--- config.mk ---
export PLATFORM = sky130hd
export DESIGN_NAME = hedios_rx_packetizer_flat
export DESIGN_NICKNAME = d
export VERILOG_FILES = /design/src/rtl/hedios_pkg.sv /design/src/rtl/hedios_rx_packetizer_if.sv /design/src/rtl/hedios_packet_fifo.sv /design/src/rtl/hedios_rx_packetizer.sv /design/src/flat_wrapper.sv
export SDC_FILE = /design/constraint.sdc
export NUM_CORES = 1
export LEC_CHECK = 0
export ABC_AREA = 1
export CORE_UTILIZATION = 50
export CTS_CLUSTER_SIZE = 8
export DETAILED_ROUTE_END_ITERATION = 10
export GPL_TIMING_DRIVEN = 1
export HOLD_SLACK_MARGIN = 0.15
export PLACE_DENSITY = 0.67
export SYNTH_ARGS = -nofsm -noshare
export SYNTH_HDL_FRONTEND = slang
export SYNTH_SLANG_ARGS = --single-unit
export TNS_END_PERCENT = 50
--- constraint.sdc ---
create_clock -name clk -period 7.05 [get_ports clk]
set_input_delay 1.41 -clock clk [delete_from_list [all_inputs] [get_ports clk]]
set_output_delay 1.41 -clock clk [all_outputs]
set_load 0.02 [all_outputs]
--- src/rtl/hedios_pkg.sv ---
// Shared Hedios link types: packet layout and receive-assembler states.
package hedios_pkg;

    localparam int HEDIOS_PACKET_BYTES = 5;

    typedef struct packed {
        logic [7:0]  command;
        logic [31:0] data;
    } hedios_packet_t;

    typedef enum logic {
        WAIT_CMD,
        COLLECT
    } asm_state_t;

endpackage

--- src/rtl/hedios_rx_packetizer_if.sv ---
// Byte-stream input and packet-FIFO controller side of the Hedios receive packetizer.
interface hedios_rx_packetizer_if;

    logic        byte_valid;
    logic [7:0]  byte_data;
    logic        rx_pop_packet;
    logic        lost_clear;
    logic        rx_empty;
    logic        rx_full;
    logic        rx_lost_data;
    logic [7:0]  rx_command;
    logic [31:0] rx_data;
    logic [7:0]  frame_error_count;

    modport master (
        output byte_valid, byte_data, rx_pop_packet, lost_clear,
        input  rx_empty, rx_full, rx_lost_data, rx_command, rx_data, frame_error_count
    );

    modport slave (
        input  byte_valid, byte_data, rx_pop_packet, lost_clear,
        output rx_empty, rx_full, rx_lost_data, rx_command, rx_data, frame_error_count
    );

endinterface

--- src/rtl/hedios_packet_fifo.sv ---
// Synchronous packet FIFO with registered read; a push into a full FIFO is
// accepted when a pop retires the head entry in the same cycle.
module hedios_packet_fifo
    import hedios_pkg::*;
#(
    parameter int FIFO_DEPTH = 8
) (
    input  logic                      clk,
    input  logic                      rst_n,
    input  logic                      push,
    input  hedios_packet_t            push_pkt,
    input  logic                      pop,
    output hedios_packet_t            rd_pkt,
    output logic [$clog2(FIFO_DEPTH):0] count,
    output logic                      empty,
    output logic                      full
);

    localparam int AW = $clog2(FIFO_DEPTH);
    localparam int CW = AW + 1;

    hedios_packet_t mem [FIFO_DEPTH];

    logic [AW-1:0]  wr_ptr_reg;
    logic [AW-1:0]  rd_ptr_reg;
    logic [CW-1:0]  count_reg;
    logic [CW-1:0]  count_next;
    logic           empty_reg;
    logic           full_reg;
    hedios_packet_t rd_pkt_reg;
    logic           pop_ok;
    logic           push_ok;

    assign pop_ok  = pop && (count_reg != '0);
    assign push_ok = push && ((count_reg < CW'(FIFO_DEPTH)) || pop_ok);

    always_comb begin
        count_next = count_reg;
        if (push_ok && !pop_ok) begin
            count_next = count_reg + CW'(1);
        end else if (!push_ok && pop_ok) begin
            count_next = count_reg - CW'(1);
        end
    end

    // Storage carries no reset so it maps onto block RAM.
    always_ff @(posedge clk) begin
        if (push_ok) begin
            mem[wr_ptr_reg] <= push_pkt;
        end
    end

    always_ff @(posedge clk or negedge rst_n) begin
        if (!rst_n) begin
            wr_ptr_reg <= '0;
            rd_ptr_reg <= '0;
            count_reg  <= '0;
            empty_reg  <= 1'b1;
            full_reg   <= 1'b0;
            rd_pkt_reg <= '0;
        end else begin
            count_reg <= count_next;
            empty_reg <= (count_next == '0);
            full_reg  <= (count_next == CW'(FIFO_DEPTH));
            if (push_ok) begin
                wr_ptr_reg <= wr_ptr_reg + AW'(1);
            end
            if (pop_ok) begin
                rd_pkt_reg <= mem[rd_ptr_reg];
                rd_ptr_reg <= rd_ptr_reg + AW'(1);
            end
        end
    end

    assign rd_pkt = rd_pkt_reg;
    assign count  = count_reg;
    assign empty  = empty_reg;
    assign full   = full_reg;

endmodule

--- src/rtl/hedios_rx_packetizer.sv ---
// Hedios receive framing: assembles 5-byte packets from the UART byte stream,
// drops stalled partial packets on inter-byte timeout and queues complete ones.
module hedios_rx_packetizer
    import hedios_pkg::*;
#(
    parameter int FIFO_DEPTH     = 8,
    parameter int TIMEOUT_CYCLES = 100000
) (
    input  logic                  clk,
    input  logic                  rst_n,
    hedios_rx_packetizer_if.slave bus
);

    localparam int         TW       = $clog2(TIMEOUT_CYCLES + 1);
    localparam int         CW       = $clog2(FIFO_DEPTH) + 1;
    localparam logic [2:0] LAST_IDX = 3'(HEDIOS_PACKET_BYTES - 1);

    asm_state_t     state_reg, state_next;
    logic [2:0]     idx_reg, idx_next;
    logic [7:0]     cmd_reg, cmd_next;
    logic [23:0]    data_reg, data_next;
    logic [TW-1:0]  tcount_reg, tcount_next;
    logic [7:0]     fec_reg, fec_next;
    logic           lost_reg, lost_next;
    logic           pkt_push;
    logic           drop;
    logic [2:0]     lane_sel;
    hedios_packet_t push_pkt;
    hedios_packet_t rd_pkt;
    logic [CW-1:0]  fifo_count;
    logic           fifo_empty;
    logic           fifo_full;

    // Data bytes 1..3 are staged; byte 4 feeds the packet directly.
    genvar gi;
    generate
        for (gi = 0; gi < 3; gi++) begin : g_lane
            assign lane_sel[gi] = (idx_reg == 3'(gi + 1));
        end
    endgenerate

    always_comb begin
        state_next  = state_reg;
        idx_next    = idx_reg;
        cmd_next    = cmd_reg;
        data_next   = data_reg;
        tcount_next = tcount_reg;
        fec_next    = fec_reg;
        pkt_push    = 1'b0;
        case (state_reg)
            WAIT_CMD: begin
                if (bus.byte_valid) begin
                    cmd_next    = bus.byte_data;
                    idx_next    = 3'd1;
                    tcount_next = '0;
                    state_next  = COLLECT;
                end
            end
            COLLECT: begin
                if (bus.byte_valid) begin
                    tcount_next = '0;
                    if (idx_reg == LAST_IDX) begin
                        pkt_push   = 1'b1;
                        state_next = WAIT_CMD;
                    end else begin
                        for (int i = 0; i < 3; i++) begin
                            if (lane_sel[i]) begin
                                data_next[8*i +: 8] = bus.byte_data;
                            end
                        end
                        idx_next = idx_reg + 3'd1;
                    end
                end else if (tcount_reg == TW'(TIMEOUT_CYCLES - 1)) begin
                    // Fires on the TIMEOUT_CYCLES-th consecutive idle cycle.
                    tcount_next = '0;
                    state_next  = WAIT_CMD;
                    if (fec_reg != 8'hFF) begin
                        fec_next = fec_reg + 8'd1;
                    end
                end else begin
                    tcount_next = tcount_reg + TW'(1);
                end
            end
            default: state_next = WAIT_CMD;
        endcase
    end

    assign push_pkt  = '{command: cmd_reg, data: {bus.byte_data, data_reg}};
    assign drop      = pkt_push && (fifo_count == CW'(FIFO_DEPTH))
                       && !(bus.rx_pop_packet && !fifo_empty);
    assign lost_next = drop ? 1'b1 : (bus.lost_clear ? 1'b0 : lost_reg);

    always_ff @(posedge clk or negedge rst_n) begin
        if (!rst_n) begin
            state_reg  <= WAIT_CMD;
            idx_reg    <= '0;
            cmd_reg    <= '0;
            data_reg   <= '0;
            tcount_reg <= '0;
            fec_reg    <= '0;
            lost_reg   <= 1'b0;
        end else begin
            state_reg  <= state_next;
            idx_reg    <= idx_next;
            cmd_reg    <= cmd_next;
            data_reg   <= data_next;
            tcount_reg <= tcount_next;
            fec_reg    <= fec_next;
            lost_reg   <= lost_next;
        end
    end

    hedios_packet_fifo #(
        .FIFO_DEPTH(FIFO_DEPTH)
    ) u_fifo (
        .clk      (clk),
        .rst_n    (rst_n),
        .push     (pkt_push),
        .push_pkt (push_pkt),
        .pop      (bus.rx_pop_packet),
        .rd_pkt   (rd_pkt),
        .count    (fifo_count),
        .empty    (fifo_empty),
        .full     (fifo_full)
    );

    assign bus.rx_empty          = fifo_empty;
    assign bus.rx_full           = fifo_full;
    assign bus.rx_lost_data      = lost_reg;
    assign bus.rx_command        = rd_pkt.command;
    assign bus.rx_data           = rd_pkt.data;
    assign bus.frame_error_count = fec_reg;

endmodule

--- src/flat_wrapper.sv ---
// flat-port wrapper written by rule: the top's interface ports become plain ports
module hedios_rx_packetizer_flat import hedios_pkg::*;
#(
    parameter int FIFO_DEPTH     = 8,
    parameter int TIMEOUT_CYCLES = 100000
)
  (clk, rst_n, bus_byte_valid, bus_byte_data, bus_rx_pop_packet, bus_lost_clear, bus_rx_empty, bus_rx_full, bus_rx_lost_data, bus_rx_command, bus_rx_data, bus_frame_error_count);
  hedios_rx_packetizer_if bus_i ();
  input  logic clk;
  input  logic rst_n;
  input wire logic [$bits(bus_i.byte_valid)-1:0] bus_byte_valid;
  input wire logic [$bits(bus_i.byte_data)-1:0] bus_byte_data;
  input wire logic [$bits(bus_i.rx_pop_packet)-1:0] bus_rx_pop_packet;
  input wire logic [$bits(bus_i.lost_clear)-1:0] bus_lost_clear;
  output wire logic [$bits(bus_i.rx_empty)-1:0] bus_rx_empty;
  output wire logic [$bits(bus_i.rx_full)-1:0] bus_rx_full;
  output wire logic [$bits(bus_i.rx_lost_data)-1:0] bus_rx_lost_data;
  output wire logic [$bits(bus_i.rx_command)-1:0] bus_rx_command;
  output wire logic [$bits(bus_i.rx_data)-1:0] bus_rx_data;
  output wire logic [$bits(bus_i.frame_error_count)-1:0] bus_frame_error_count;
  assign bus_i.byte_valid = bus_byte_valid;
  assign bus_i.byte_data = bus_byte_data;
  assign bus_i.rx_pop_packet = bus_rx_pop_packet;
  assign bus_i.lost_clear = bus_lost_clear;
  assign bus_rx_empty = bus_i.rx_empty;
  assign bus_rx_full = bus_i.rx_full;
  assign bus_rx_lost_data = bus_i.rx_lost_data;
  assign bus_rx_command = bus_i.rx_command;
  assign bus_rx_data = bus_i.rx_data;
  assign bus_frame_error_count = bus_i.frame_error_count;
  hedios_rx_packetizer #(.FIFO_DEPTH(FIFO_DEPTH), .TIMEOUT_CYCLES(TIMEOUT_CYCLES)) u_core (.clk(clk), .rst_n(rst_n), .bus(bus_i));
endmodule
==> impl_metrics.env <==
export IMPL_drc=0
export IMPL_netlist_instances=1416
export IMPL_yosys_top_cells_count="edfxtp_1 (320), nor2_1 (224), nand2_1 (192)"
export IMPL_power_density_mw_per_mm2=414
export IMPL_fmax_mhz=276
export IMPL_via_per_inst=5.68
export IMPL_postRouteAntennaNets=0
export IMPL_synth_seq_cells=434
export IMPL_grt_pass1_wl_um=61300
export IMPL_die_x_um=188
export IMPL_worstHoldPathType="flop to flop"
export IMPL_num_io_pins=64
export IMPL_syn_area_mm2=0.0173
export IMPL_antenna_found_initial=0
export IMPL_rrSetupSlack_ns=3.87
export IMPL_syn_nets=1440
export IMPL_setup_tns_final_ns=0
export IMPL_switching_power_mw=2.78
export IMPL_p_leak_nw=7.18
export IMPL_h_tree_depth=2
export IMPL_vdd_drop_max_mv=0.271
export IMPL_syn_area_per_cell_um2=12.2
export IMPL_rsz0062_at_grt="false"
export IMPL_ys_flop_type="edfxtp_1"
export IMPL_yosysTopAreaCellShare_pct=55.7
export IMPL_hold_end="u_core.u_fifo.rd_pkt[4]$_DFFE_PN0P_"
export IMPL_maxSlewHeadroom_pct=24.3
export IMPL_numPlacedInstances=1866
export IMPL_yosysTopAreaCell="edfxtp_1"
export IMPL_cts_root_buf="clkbuf_16"
export IMPL_die_h_um=188
export IMPL_drtPass1Iterations=5
export IMPL_crit_required_ns=7.29
export IMPL_hold_slack_ns=0.474
export IMPL_combinationalPowerShare_pct=24.6
export IMPL_grt_max_degree=109
export IMPL_reg2regPathDepth=6
export IMPL_worstReg2RegEnd="u_core.u_fifo.rd_pkt[11]$_DFFE_PN0P_"
export IMPL_outcome="finished clean"
export IMPL_critPathKind="input port to flop"
export IMPL_vias=11240
export IMPL_insertion_delay_ns=0.60
export IMPL_coreArea_mm2=0.0338
export IMPL_cts_sinks=434
export IMPL_antennaDiodeCount=0
export IMPL_min_path_cells=2
export IMPL_seq_power_share_pct=43.3
export IMPL_period_share_pct=51.5
export IMPL_pre_cts_ws_ns=2.82
export IMPL_grt_pass1_vias=11248
export IMPL_fin_crit_ns=3.63
export IMPL_ys_types=36
export IMPL_path_max_fanout=23
export IMPL_setup_violations=0
export IMPL_end_kind="flop"
export IMPL_p_int_mw=5.52
export IMPL_nets=1504
export IMPL_worstHoldStart="u_core.u_fifo.rd_pkt[4]$_DFFE_PN0P_"
export IMPL_wl_um=38900
export IMPL_worst_slack_ns=3.42
export IMPL_p_clk_share_pct=32.1
export IMPL_stdcell_count=1980
export IMPL_maxCapViolCount=0
export IMPL_wl_per_cell_um=19.6
export IMPL_cp_start_kind="input port"
export IMPL_p_sw_share_pct=33.5
export IMPL_io_buffers=63
export IMPL_drt_iter0_markers=1069
export IMPL_ctsHoldBuffers=0
export IMPL_drive_gt1_share_pct=8.29
export IMPL_async_flop_share_pct=26.3
export IMPL_hold_violations=0
export IMPL_cts_setup_buffers=0
export IMPL_regToRegStartpoint="u_core.u_fifo.rd_ptr_reg[0]$_DFFE_PN0P_"
export IMPL_finClkSkew_ns=0.0163
export IMPL_drv_slew=0
export IMPL_max_slew_worst_pin_slew_ns=1.14
export IMPL_yosysWarnings=0
export IMPL_cts_buffers=60
export IMPL_grt_overflow_total=0
export IMPL_fin_area_mm2=0.0201
export IMPL_grt_usage_pct=22.3
export IMPL_cts_path_max_buffers=3
export IMPL_cts_resized=0
export IMPL_dp_hpwl_um=20100
export IMPL_rows=67
export IMPL_cts_tree="yes"
export IMPL_worstPathArrival_ns=3.87
export IMPL_yosysMostFrequentCell="edfxtp_1"
export IMPL_largest_register_ffs=320
export IMPL_gp_routability_congestion=0.851
export IMPL_synth_area_top_cells="edfxtp_1 (56%), dfrtp_1 (16%), o21ai_0 (5.4%)"
export IMPL_dieArea_mm2=0.0353
export IMPL_clkTransAtPathRegs_ns=0.05
export IMPL_area_growth_pct=16.3
export IMPL_dpl_cell_area_mm2=0.0183
export IMPL_utilization_pct=59.4
export IMPL_ys_seq_area_share_pct=72.2
export IMPL_start_util_pct=51.1
export IMPL_synth_edf_count=320
export IMPL_power_total_mw=8.30
-- layer usage --
metal	share of wire (%)	GRT usage, %	routed length [um]
met1	44	30.5	17000
met2	48	36.8	18600
met3	6.5	3.82	2540
met4	2.1	6.94	823
met5	0	0	0
-- power by group through the flow --
stage                     logic (mW)  registers [mW]  clock network, mW
after floorplan                 1.29            3.60                  0
final                           2.05            3.59               2.66
after global placement          2.00            3.62                  0
after CTS                       2.06            3.59               2.70
after global routing            2.26            3.64               2.81
after detailed placement        2.04            3.63                  0
-- worst max path at each step --
| stage | start | to | depth (start not counted) |
|---|---|---|---|
| floorplan | bus_byte_valid | u_core.u_fifo.mem[4][0]$_DFFE_PP_ | 5 |
| global placement | bus_byte_valid | u_core.u_fifo.mem[2][2]$_DFFE_PP_ | 7 |
| detailed placement | bus_byte_valid | u_core.u_fifo.mem[2][9]$_DFFE_PP_ | 7 |
| CTS | bus_byte_valid | u_core.u_fifo.mem[2][10]$_DFFE_PP_ | 7 |
| global route | bus_byte_valid | u_core.u_fifo.mem[2][10]$_DFFE_PP_ | 7 |
| finish | bus_byte_valid | u_core.u_fifo.mem[2][15]$_DFFE_PP_ | 7 |
-- placed cells by master (no fill, tap or decap), types with 2 or more instances in the layout --
master | netlist | layout
xor2_1 | 10 | 10
nor2_2 | 9 | 9
nor3_2 | 1 | 3
o21ai_1 | 7 | 7
nand3_1 | 65 | 65
nor2_4 | 4 | 10
xnor2_1 | 2 | 2
or2_2 | 2 | 2
nor2_1 | 224 | 218
dfrtp_1 | 113 | 111
nand2_2 | 3 | 3
o21ai_0 | 186 | 186
ha_1 | 11 | 11
nor3_1 | 7 | 5
inv_1 | 43 | 43
o22ai_1 | 3 | 3
o221ai_1 | 69 | 69
inv_2 | 13 | 11
inv_16 | 0 | 2
nand2_1 | 192 | 192
nand3b_1 | 4 | 4
clkdlybuf4s50_1 | 0 | 62
o211ai_1 | 12 | 12
nand4_1 | 8 | 8
clkbuf_1 | 44 | 50
clkbuf_16 | 0 | 60
buf_4 | 5 | 17
edfxtp_1 | 320 | 320
a21oi_1 | 22 | 22
-- final cells by class --
type / count / area [um2]
clock inverter: 4 / 78.8
tap: 448 / 561
clock buffer: 110 / 1690
inverter: 56 / 214
sequential: 434 / 12500
timing repair buffer: 79 / 748
fill: 2645 / 13700
multi-input combinational: 849 / 4310
-- critical path, cell delays in order --
cell             delay [ns]
clkdlybuf4s50_1        0.55
nand2_1                0.15
nor2_1                 0.17
nand2_1                0.12
or2_1                  0.36
nor2_4                 0.61
buf_4                  0.49
-- kinds of logic (layout without fill, tap and decap cells) --
kind of cell	count (synthesis)	in the layout	share of synthesized area (%)
AND/OR/NAND/NOR	521	521	12.6
flip-flops	434	434	72.2
AO/OA/AOI/OAI	305	305	10.7
buffers and inverters	133	249	3.19
XOR/XNOR	12	12	0.609
adder cells (fa/ha/maj)	11	11	0.797
Note: power is estimated with default switching activity, not from simulation.
